`config.mk`:
```
export PLATFORM = sky130hd
export DESIGN_NAME = dial_sequencer
export DESIGN_NICKNAME = d
export VERILOG_FILES = /design/src/rtl/safebox_pkg.sv /design/src/rtl/dial_tracker.sv /design/src/rtl/dial_sequencer.sv
export SDC_FILE = /design/constraint.sdc
export NUM_CORES = 1
export LEC_CHECK = 0
export CAP_MARGIN = 0
export CORE_UTILIZATION = 49
export CTS_CLUSTER_SIZE = 40
export DETAILED_ROUTE_END_ITERATION = 6
export HOLD_SLACK_MARGIN = 0.08
export PLACE_DENSITY = 0.83
export SLEW_MARGIN = 25
export SYNTH_ARGS = -nofsm -noshare
export SYNTH_HDL_FRONTEND = slang
export SYNTH_SLANG_ARGS = --single-unit
export TNS_END_PERCENT = 5
```
`constraint.sdc`:
```
create_clock -name Clock -period 2.5 [get_ports Clock]
set_input_delay 0.375 -clock Clock [delete_from_list [all_inputs] [get_ports Clock]]
set_output_delay 0.375 -clock Clock [all_outputs]
set_load 0.005 [all_outputs]
```
`src/rtl/safebox_pkg.sv`:
```
// Shared types and helpers for the dial combination checker.
// Dial geometry, FSM/direction encodings and the movement classifier.
package safebox_pkg;

    localparam int POS_W      = 7;
    localparam int DIAL_STEPS = 128;

    typedef enum logic [2:0] {
        S_A    = 3'd0,
        S_B    = 3'd1,
        S_C    = 3'd2,
        S_OPEN = 3'd3,
        S_FAIL = 3'd4
    } state_t;

    typedef enum logic [1:0] {
        DIR_NONE = 2'b00,
        DIR_CW   = 2'b01,
        DIR_CCW  = 2'b10
    } dir_t;

    // Half-turn (64) is ambiguous and reported as DIR_NONE so the caller keeps the old direction.
    function automatic dir_t classify(input logic [POS_W-1:0] delta);
        dir_t d;
        if (delta == 7'd0) begin
            d = DIR_NONE;
        end else if (delta < 7'd64) begin
            d = DIR_CW;
        end else if (delta == 7'd64) begin
            d = DIR_NONE;
        end else begin
            d = DIR_CCW;
        end
        return d;
    endfunction

    function automatic logic [1:0] stage_of(input state_t s);
        logic [1:0] st;
        case (s)
            S_B:     st = 2'd1;
            S_C:     st = 2'd2;
            S_OPEN:  st = 2'd3;
            default: st = 2'd0;
        endcase
        return st;
    endfunction

endpackage

```
`src/rtl/dial_tracker.sv`:
```
// Dial position tracker: captures position, classifies rotation direction and
// emits a single stop pulse once a position has been held for DWELL edges.
module dial_tracker
    import safebox_pkg::*;
#(
    parameter int DWELL = 16,
    parameter int CNT_W = $clog2(DWELL + 1)
) (
    input  logic             clk,
    input  logic             rst_n,
    input  logic [POS_W-1:0] code,
    output logic [POS_W-1:0] pos,
    output dir_t             dir,
    output dir_t             move_dir,
    output logic             move,
    output logic             stop
);

    logic [POS_W-1:0] pos_r;
    logic [CNT_W-1:0] cnt_r;
    dir_t             dir_r;
    logic [POS_W-1:0] delta_s;
    logic             move_s;
    dir_t             move_dir_s;
    logic             stop_s;

    // Movement decode against the captured position; subtraction wraps mod 128.
    always_comb begin
        delta_s    = code - pos_r;
        move_s     = (code != pos_r);
        move_dir_s = classify(delta_s);
        stop_s     = (!move_s) && (cnt_r == CNT_W'(DWELL - 1));
    end

    // Position capture, direction memory and saturating dwell counter.
    always_ff @(posedge clk or negedge rst_n) begin
        if (!rst_n) begin
            pos_r <= 7'd0;
            cnt_r <= '0;
            dir_r <= DIR_NONE;
        end else if (move_s) begin
            pos_r <= code;
            cnt_r <= '0;
            if (move_dir_s != DIR_NONE) begin
                dir_r <= move_dir_s;
            end else begin
                dir_r <= dir_r;
            end
        end else if (cnt_r != CNT_W'(DWELL)) begin
            cnt_r <= cnt_r + CNT_W'(1);
        end else begin
            cnt_r <= cnt_r;
        end
    end

    assign pos      = pos_r;
    assign dir      = dir_r;
    assign move_dir = move_dir_s;
    assign move     = move_s;
    assign stop     = stop_s;

endmodule

```
`src/rtl/dial_sequencer.sv`:
```
// Combination sequencer: CW to A, CCW to B, CW to C opens the vault.
// Consumes the tracker's stop/move events; all outputs are registered.
module dial_sequencer
    import safebox_pkg::*;
#(
    parameter int DWELL = 16
) (
    input  logic       Clock,
    input  logic       nReset,
    input  logic [7:0] vault_code,
    input  logic [6:0] combo_a,
    input  logic [6:0] combo_b,
    input  logic [6:0] combo_c,
    input  logic       lock,
    output logic       unlocked,
    output logic [1:0] stage,
    output logic       fail,
    output logic [1:0] dir
);

    localparam int CNT_W = $clog2(DWELL + 1);

    logic [POS_W-1:0] pos_s;
    dir_t             dir_s;
    dir_t             move_dir_s;
    logic             move_s;
    logic             stop_s;
    logic             code_unused_s;

    state_t           state_r;
    state_t           state_next_s;
    logic             unlocked_r;
    logic [1:0]       stage_r;
    logic             fail_r;

    // Bit 7 of the look-up table output carries no position information.
    assign code_unused_s = vault_code[7];

    dial_tracker #(
        .DWELL (DWELL),
        .CNT_W (CNT_W)
    ) u_tracker (
        .clk      (Clock),
        .rst_n    (nReset),
        .code     (vault_code[6:0]),
        .pos      (pos_s),
        .dir      (dir_s),
        .move_dir (move_dir_s),
        .move     (move_s),
        .stop     (stop_s)
    );

    // Next-state logic; lock overrides any simultaneous stop or move.
    always_comb begin
        state_next_s = state_r;
        if (lock) begin
            state_next_s = S_A;
        end else begin
            case (state_r)
                S_A: begin
                    if (stop_s && (dir_s == DIR_CW) && (pos_s == combo_a)) begin
                        state_next_s = S_B;
                    end else begin
                        state_next_s = S_A;
                    end
                end
                S_B: begin
                    if (move_s && (move_dir_s == DIR_CW)) begin
                        state_next_s = S_FAIL;
                    end else if (stop_s && (dir_s == DIR_CCW) && (pos_s == combo_b)) begin
                        state_next_s = S_C;
                    end else begin
                        state_next_s = S_B;
                    end
                end
                S_C: begin
                    if (move_s && (move_dir_s == DIR_CCW)) begin
                        state_next_s = S_FAIL;
                    end else if (stop_s && (dir_s == DIR_CW) && (pos_s == combo_c)) begin
                        state_next_s = S_OPEN;
                    end else begin
                        state_next_s = S_C;
                    end
                end
                S_OPEN: begin
                    state_next_s = S_OPEN;
                end
                S_FAIL: begin
                    if (stop_s && (pos_s == 7'd0)) begin
                        state_next_s = S_A;
                    end else begin
                        state_next_s = S_FAIL;
                    end
                end
                default: begin
                    state_next_s = S_A;
                end
            endcase
        end
    end

    // State register with outputs decoded from the next state so they align with it.
    always_ff @(posedge Clock or negedge nReset) begin
        if (!nReset) begin
            state_r    <= S_A;
            unlocked_r <= 1'b0;
            stage_r    <= 2'd0;
            fail_r     <= 1'b0;
        end else begin
            state_r    <= state_next_s;
            unlocked_r <= (state_next_s == S_OPEN);
            stage_r    <= stage_of(state_next_s);
            fail_r     <= (state_next_s == S_FAIL);
        end
    end

    assign unlocked = unlocked_r;
    assign stage    = stage_r;
    assign fail     = fail_r;
    assign dir      = dir_s;

endmodule

```
# Word-level counts from Yosys, hierarchy flattened

Index checks and enable logic that the tools add are counted.
W data, S select, Z words.

Register bits after elaboration: 21
Input bits: 32
Output and inout bits: 6
Logic and storage cells: 59

Add/subtract/negate cells: 2
$lt $le $gt $ge: 1
Eq/ne operators: 19
Mux-type cells: 14
Reduce and logical (&&, ||, !) cells: 16

Operators with widths:

| kind                  | number |
|---|---|
| $eq A7 B7 Y1          | 3 |
| $pmux W3 S5           | 1 |
| $logic_not A7 Y1      | 2 |
| $eq A3 B2 Y1 const B  | 4 |
| $mux W3               | 4 |
| $mux W5               | 2 |
| $logic_and A1 B1 Y1   | 9 |
| $mux W2               | 4 |
| $eq A7 B7 Y1 const B  | 1 |
| $lt A7 B7 Y1 const B  | 1 |
| $ne A7 B7 Y1          | 1 |
| $sub A7 B7 Y7         | 1 |
| $eq A3 B1 Y1 const B  | 2 |
| $eq A3 B3 Y1 const B  | 2 |
| $pmux W2 S3           | 1 |
| $add A5 B1 Y5 const B | 1 |
| $eq A5 B4 Y1 const B  | 1 |
| $ne A5 B5 Y1 const B  | 1 |
| $eq A2 B1 Y1 const B  | 2 |
| $eq A2 B2 Y1 const B  | 2 |
| $reduce_bool A2 Y1    | 2 |
| $logic_not A3 Y1      | 1 |
| $mux W1               | 2 |
| $reduce_and A2 Y1     | 1 |
| $logic_not A1 Y1      | 1 |

# Depth between registers and ports, before layout

Gate-level depths: netlist of run 1.

Depth in word-level cells: 12
Mapped depth: 9

# Hierarchy

From an unflattened synthesis of run 1, not the netlist that was laid out.

Cell total of the unflattened synthesis: 156
Area, all modules: 1,492.7 µm²

By module, submodules not included:

| module         | times used | cells an instance | area an instance (µm²) | sequential area each (µm²) |
|---|---|---|---|---|
| dial_tracker   | 1          | 88                | 877.1                  | 350.3 |
| dial_sequencer | 1          | 68                | 615.6                  | 175.2 |

# Worst setup path before layout of run 1

OpenSTA, ideal clock, no wires.

Path kind: register to register
From: reg u_tracker.pos_r[4], in the netlist u_tracker.pos[4]
To: reg u_tracker.dir_r[0], in the netlist u_tracker.dir[0]
Arrival time: 2.042 ns
Path slack: 0.333 ns
Stages on the path, launching flop included: 9
Path through: dfrtp_1 clkbuf_1 inv_1 ha_1 nand4_2 or3_1 buf_2 nand2_1 mux2_2

Word-level cells in the longest chain between the ends: 7

RTL lines:

| what                                                  | line               | text |
|---|---|---|
| start: declaration                                    | dial_tracker.sv:19 | `logic [POS_W-1:0] pos_r;` |
| start signal: assignment                              | dial_tracker.sv:42 | `pos_r <= code;` |
| branches (longest 7 deep; another with $sub A7 B7 Y7) | -                  |  |
| end signal: assignment                                | dial_tracker.sv:45 | `dir_r <= move_dir_s;` |
| end signal: assignment                                | dial_tracker.sv:47 | `dir_r <= dir_r;` |
| end: declaration                                      | dial_tracker.sv:21 | `dir_t dir_r;` |

Several ways; the timed one is not identified.
A chain may end at the register's enable or synchronous reset.

# Worst setup path after layout of run 1

From: reg u_tracker.pos_r[5], in the netlist u_tracker.pos[5]
To: reg fail_r, in the netlist fail

Word-level cells in the longest chain between the ends: 11

RTL lines:

| what                                                  | line                  | text |
|---|---|---|
| branches (longest 8 deep; another with $sub A7 B7 Y7) | -                     |  |
| $pmux W3 S5 *                                         | dial_sequencer.sv:59  | `case (state_r)` |
| $mux W3 *                                             | dial_sequencer.sv:56  | `if (lock) begin` |
| $eq A3 B3 Y1 *                                        | dial_sequencer.sv:113 | `fail_r <= (state_next_s == S_FAIL);` |
| end signal: assignment                                | dial_sequencer.sv:113 |  |
| end: declaration                                      | dial_sequencer.sv:34  | `logic fail_r;` |

Every way passes the cells marked *.

==> results of run 1 <==
[where the power goes]
| part | leakage [nW] | switching, mW | internal [mW] | total [mW] |
|---|---|---|---|---|
| clock | 0.0150 | 0.109 | 0.0621 | 0.171 |
| sequential | 0.273 | 0.0199 | 0.353 | 0.373 |
| combinational | 0.544 | 0.0887 | 0.118 | 0.206 |
[cell type report]
cell class / instances / area, um2
fill: 235 / 900
multi-input combinational: 118 / 868
sequential: 21 / 526
timing repair buffer: 42 / 405
inverter: 11 / 41.3
tap: 31 / 38.8
clock buffer: 4 / 26.3
[cell usage after synthesis]
| master | count | area (um2) |
|---|---|---|
| xor2_1 | 23 | 201 |
| dfrtp_1 | 21 | 526 |
| nand2_1 | 13 | 48.8 |
| inv_1 | 11 | 41.3 |
| ha_1 | 9 | 113 |
| clkbuf_1 | 8 | 30.0 |
| o21ai_0 | 8 | 40.0 |
| nor4_1 | 7 | 43.8 |
| nor2_1 | 6 | 22.5 |
| nor2b_1 | 6 | 37.5 |
| a21oi_1 | 5 | 25.0 |
| nand2b_1 | 3 | 18.8 |
| nand3_1 | 3 | 15.0 |
| nand4_1 | 3 | 18.8 |
| nor3_1 | 3 | 15.0 |
| xnor2_1 | 3 | 26.3 |
| buf_2 | 2 | 10.0 |
| nor4b_1 | 2 | 17.5 |
| o2111a_1 | 2 | 22.5 |
| o211ai_1 | 2 | 15.0 |
| o31a_1 | 2 | 17.5 |
| a21o_1 | 1 | 7.51 |
| a221oi_2 | 1 | 15.0 |
| a2bb2oi_1 | 1 | 8.76 |
| a31oi_1 | 1 | 6.26 |
| and2_1 | 1 | 6.26 |
| and2b_1 | 1 | 7.51 |
| and3_1 | 1 | 6.26 |
| and4_4 | 1 | 11.3 |
| mux2_2 | 1 | 11.3 |
| mux2i_1 | 1 | 10.0 |
| nand4_2 | 1 | 12.5 |
| nor3_2 | 1 | 10.0 |
| o21bai_1 | 1 | 7.51 |
| o31ai_2 | 1 | 12.5 |
| or2_2 | 1 | 6.26 |
| or2_4 | 1 | 8.76 |
| or3_1 | 1 | 6.26 |
| xor2_2 | 1 | 16.3 |
[flip-flops by register name, summed over array words and instances (netlist names)]
name             flops
fail                 1
stage                2
state_r              3
u_tracker.cnt_r      5
u_tracker.dir        2
u_tracker.pos        7
unlocked             1
[logic make-up after synthesis]
family	Yosys count	share of synthesized area, %
adders and majority gates	9	7.63
xor gates and xnor gates	27	16.5
AOI/OAI and AO/OA	25	12.0
buffers and inverters	21	5.51
DFF	21	35.6
and+or+nand+nor	55	21.2
muxes	2	1.44
[critical path, stage by stage (launching register included)]
cell	delay (ns)
dfrtp_1	0.48
inv_1	0.10
ha_1	0.37
nand4_2	0.15
o21bai_1	0.21
and4_4	0.19
or2_4	0.25
o31ai_2	0.24
o2111a_1	0.21
[stage by stage]
stage | setup slack (ns) | cell area [um2] | TNS (ns)
after floorplan | 0.333 | 1480 | 0
after global placement | 0.0292 | 1880 | 0
after detailed placement | -0.0145 | 1880 | -0.0361
after CTS | 0.255 | 1910 | 0
after global routing | 0.114 | 1910 | 0
final | 0.247 | 1910 | 0
[worst max path at each step]
stage | slack, ns | startpoint | end | cells after the start
2_1_floorplan | 0.33 | u_tracker.pos[4] | u_tracker.dir[0] | 8
3_5_place_dp | -0.01 | vault_code[5] | unlocked | 8
6_report | 0.25 | u_tracker.pos[5] | fail | 8
5_1_grt | 0.11 | u_tracker.pos[5] | unlocked | 8
4_1_cts | 0.25 | u_tracker.pos[5] | state_r[2] | 8
3_3_place_gp | 0.03 | vault_code[5] | unlocked | 8
[metal layers]
metal / part of all wire (%) / GRT usage (%) / vias up / wire length, um
met3: 3.4 / 2.53 / 0 / 115
li1: - / - / 621 / -
met2: 52 / 42.2 / 29 / 1750
met1: 44 / 25.9 / 608 / 1470
met5: 0 / 0 / - / 0
met4: 0 / 1.74 / 0 / 0
==> run metrics, run 1 <==
outcome=finished, violations left; failing checks=DRC; #FFs+latches synth=21; first-pass GRT wire length=about 5500 um; commonest non-fill, non-tap cell in the layout=clkdlybuf4s50_1; commonest cells after routing, fill and taps aside=clkdlybuf4s50_1 (36), xor2_1 (23), dfrtp_1 (21); Reg2Reg Setup Slack=about 0.25 ns; final core utilization=67.9%; remaining antenna violation count=0; synth warn=0; Synth Net Count=201; synthesized area per cell=a little over 9 um2; CP endpoint kind=flip-flop; Ports=38; GPL Wtd Cong=0.889; core footprint=0.00281 mm2; # clock sinks=21; die width=between 50 and 60 um; Slew @ Worst Pin=about 0.54 ns; DRT Pass-1 Iters=6; R2R cell count=8; Max-Slew Margin vs Limit=between 60% and 70%; min Tclk post-route=2.25 ns; data required time of the critical path=around 2.8 ns; area delta synth->final=29.2%; HPWL after DPL=2710 um; RSZ-0062 raised after global routing=no; maximum clock frequency=between 400 and 500 MHz; # setup viols final=0; DR vias=approximately 1300; vias per inst=5.54; Std-Cell Rows=19; share of layout cells above drive strength 1=under 10%; hold buffers post-CTS=0; Tcrit/Tclk final=approximately nine tenths; HP Class=primary input to asynchronous set/reset pin; number of distinct library cells after synthesis=39; Inst Count DP=~220; clock slew at reported path FFs=approximately 0.13 ns; # resized after CTS=0; Mapped Cells=between 150 and 200; Clock Tree Root=clkbuf_4; RR Endpoint=fail; CTS HTree Levels=1; Clk Latency, worst-skew pair=~0.3 ns; die area=about 0.0032 mm2; peak supply drop=~0.24 mV; Leakage=0.831 nW; sequential-to-total area share from yosys stat=a little over a third; Max Fanout on Critical Path=5; count of final hold-check violations=0; CTS Buf Count=3; fin cells=about 230; initial antenna violation count=0; Buffers on Ports=36; Final Total Pwr=0.751 mW; CTS max path bufs=2; DRC viols=4; Iter 0 DRT Violations=37; maxcap violations=0; Antenna Cells=0; Starting Density=52.6%; residual overflow from global routing=0; worst reg2reg path startpoint=u_tracker.pos[5]; die height=around 57 um; Final #Nets=roughly 240; Post-CTS Setup Bufs=0; CTS tree=built; critical path class=flip-flop to flip-flop; arrival time at the worst endpoint=between 2 and 3 ns; number of global-route vias before repair=1273; pwr/cell area=~390 mW/mm2; skew final=roughly 0.0018 ns; Slew Viols, Final=0; largest net degree at the start of global routing=22; Hold WS=approximately 0.40 ns; wirelength, routed=between 3000 and 4000 um; WL/cell=14.7 um; GR Util All Layers=21.6%; mapped cell area=between 0.001 and 0.0015 mm2; Startpoint Class=flip-flop
(Power assumes the default switching activity.)
==> inputs of run 2 (changes only) <==
--- a/config.mk
+++ b/config.mk
@@ -9,6 +9,7 @@
 export CORE_UTILIZATION = 49
 export CTS_CLUSTER_SIZE = 40
 export DETAILED_ROUTE_END_ITERATION = 6
+export GPL_TIMING_DRIVEN = 1
 export HOLD_SLACK_MARGIN = 0.08
 export PLACE_DENSITY = 0.83
 export SLEW_MARGIN = 25
==> results of run 2 <==
No change in the layout: final DEF, timing and power equal those of run 1.
==> inputs of run 3 (changes only) <==
--- a/config.mk
+++ b/config.mk
@@ -5,8 +5,9 @@
 export SDC_FILE = /design/constraint.sdc
 export NUM_CORES = 1
 export LEC_CHECK = 0
-export CAP_MARGIN = 0
+export CAP_MARGIN = 20
 export CORE_UTILIZATION = 49
+export CTS_CLUSTER_DIAMETER = 150
 export CTS_CLUSTER_SIZE = 40
 export DETAILED_ROUTE_END_ITERATION = 6
 export GPL_TIMING_DRIVEN = 1
==> constraint.sdc (replaced) <==
create_clock -name Clock -period 2.5 [get_ports Clock]
set_input_delay 0.25 -clock Clock [delete_from_list [all_inputs] [get_ports Clock]]
set_output_delay 0.25 -clock Clock [all_outputs]
set_load 0.005 [all_outputs]
==> run 3 against run 2 <==
Against the previous run:
- the run still ends with DRC left
- worst setup slack better by 0.011 ns
- largest cell class unchanged
- critical path type unchanged
- hold slack worse by 0.15 ns
- sequential power about the same
==> run metrics, run 3 (synthesis results as in run 1) <==
outcome=finished, violations left (unchanged); failing checks=DRC (unchanged); hold buffers post-CTS=0 (unchanged); Antenna Cells=0 (unchanged); GR Layer Usage met1=27.9% (was 25.9%); maxcap violations=0 (unchanged); DRC viols=4 (unchanged); CTS max path bufs=2 (unchanged); largest net degree at the start of global routing=22 (unchanged); Clock Tree Root=clkbuf_4 (unchanged); # setup viols final=0 (unchanged); met2 Usage GRT=42.0% (was 42.2%); DR vias=1255 (was 1258); arrival time at the worst endpoint=2.46 ns (was 2.50 ns); # clock sinks=21 (unchanged); min Tclk post-route=2.24 ns (was 2.25 ns); HP Class=primary input to asynchronous set/reset pin (unchanged); Final #Nets=237 (was 238); total negative slack=0 ns (unchanged); Post-CTS Setup Bufs=0 (unchanged); Std-Cell Rows=19 (unchanged); CTS HTree Levels=1 (unchanged); critical path class=flip-flop to flip-flop (unchanged); commonest non-fill, non-tap cell in the layout=clkdlybuf4s50_1 (unchanged); wirelength, routed=3490 um (was 3340 um); worst reg2reg path startpoint=u_tracker.pos[4] (was u_tracker.pos[5]); Largest register FFs=7 (unchanged); Reg2Reg Setup Slack=0.26 ns (was 0.25 ns); CTS Buf Count=3 (unchanged); skew final=0.00198 ns (was 0.00179 ns); pwr/cell area=398 mW/mm2 (was 394 mW/mm2); clock slew at reported path FFs=0.13 ns (about the same); Buffers on Ports=36 (unchanged); commonest cells after routing, fill and taps aside=clkdlybuf4s50_1 (36), xor2_1 (23), dfrtp_1 (19) (was clkdlybuf4s50_1 (36), xor2_1 (23), dfrtp_1 (21)); Slew Viols, Final=0 (unchanged); maximum clock frequency=446 MHz (was 444 MHz); Max Fanout on Critical Path=6 (was 5); Startpoint Class=flip-flop (unchanged); first-pass GRT wire length=5800 um (was 5510 um); Clk Latency, worst-skew pair=0.32 ns (was 0.30 ns); area delta synth->final=28.9% (was 29.2%); Slew @ Worst Pin=0.587 ns (was 0.543 ns); GPL Wtd Cong=0.884 (was 0.889); CP endpoint kind=flip-flop (unchanged); met3 usage=3.92% (was 2.53%); Top Usage Layer GRT=met2 (unchanged); Ports=38 (unchanged); vias per inst=5.55 (was 5.54); residual overflow from global routing=0 (unchanged); die height=56.9 um (unchanged); peak supply drop=0.214 mV (was 0.243 mV); GR Util All Layers=23.5% (was 21.6%); RR Endpoint=unlocked (was fail); Max-Slew Margin vs Limit=60.6% (was 63.5%); number of global-route vias before repair=1297 (was 1273); Tcrit/Tclk final=89.6% (was 90.1%); die width=56.9 um (unchanged); HPWL after DPL=2800 um (was 2710 um); RSZ-0062 raised after global routing=no (unchanged); count of final hold-check violations=0 (unchanged); # resized after CTS=0 (unchanged); CTS tree=built (unchanged); Starting Density=52.6% (unchanged); Final Total Pwr=0.756 mW (was 0.751 mW); data required time of the critical path=2.71 ns (was 2.75 ns); initial antenna violation count=0 (unchanged); DRT Pass-1 Iters=7 (was 6); die area=0.00323 mm2 (unchanged); R2R cell count=8 (unchanged); share of layout cells above drive strength 1=10.3% (was 9.18%); Leakage=0.827 nW (was 0.831 nW); core footprint=0.00281 mm2 (unchanged); remaining antenna violation count=0 (unchanged); WL/cell=15.4 um (was 14.7 um); Iter 0 DRT Violations=39 (was 37)
## run 3: changes by cell type in the layout (fill, tap and decap cells not counted), sizes merged
cell,previous run,this run
buf,6,5
clkbuf,4,3
clkinv,0,1
## run 3: power breakdown
part,internal [mW],switching [mW]
registers,0.353,0.0187
logic,0.115,0.0910
clock network,0.0600,0.118
total,0.529,0.227
## run 3: layer usage
layer  part of all wire (%)  wire length (um)
met5                      0                 0
met1                     43              1490
met2                     52              1820
met4                    2.0                69
met3                    3.1               107
## run 3: how the worst max path moves through the flow
stage	startpoint	end	slack [ns]	cells after the start
floorplan	u_tracker.pos[4]	u_tracker.dir[0]	0.33	8
CTS	u_tracker.pos[4]	unlocked	0.21	8
global route	u_tracker.pos[4]	stage[0]	0.04	8
detailed placement	vault_code[4]	unlocked	0.08	8
finish	u_tracker.pos[4]	unlocked	0.26	8
global placement	vault_code[4]	unlocked	0.14	8
## run 3: cell type report
cell class	instances	area [um2]
Fill cell	234	903
Multi-Input combinational cell	118	868
Sequential cell	21	528
Timing Repair Buffer	41	398
Inverter	11	41.3
Tap cell	31	38.8
Clock buffer	3	22.5
Clock inverter	1	5.00
## run 3: worst max-delay path, stage by stage, from the launching register on
cell and delay [ns]:
dfrtp_2 0.45, inv_1 0.07, ha_1 0.38, nand4_2 0.16, o21bai_1 0.21, a31oi_1 0.25, o211ai_1 0.20, a221oi_2 0.34
nor2b_1 0.08
## run 3: per-stage QoR
stage / hold slack, ns / std cells / setup WS [ns] / util (%) / area [um2]
2_1_floorplan: -0.0456 / 160 / 0.333 / - / 1480
3_3_place_gp: 0.531 / 222 / 0.144 / 66.7 / 1870
3_5_place_dp: 0.556 / 222 / 0.0769 / 66.7 / 1870
4_1_cts: 0.265 / 226 / 0.214 / 67.7 / 1900
5_1_grt: 0.286 / 226 / 0.0420 / 67.8 / 1900
6_report: 0.250 / 226 / 0.259 / 67.8 / 1900
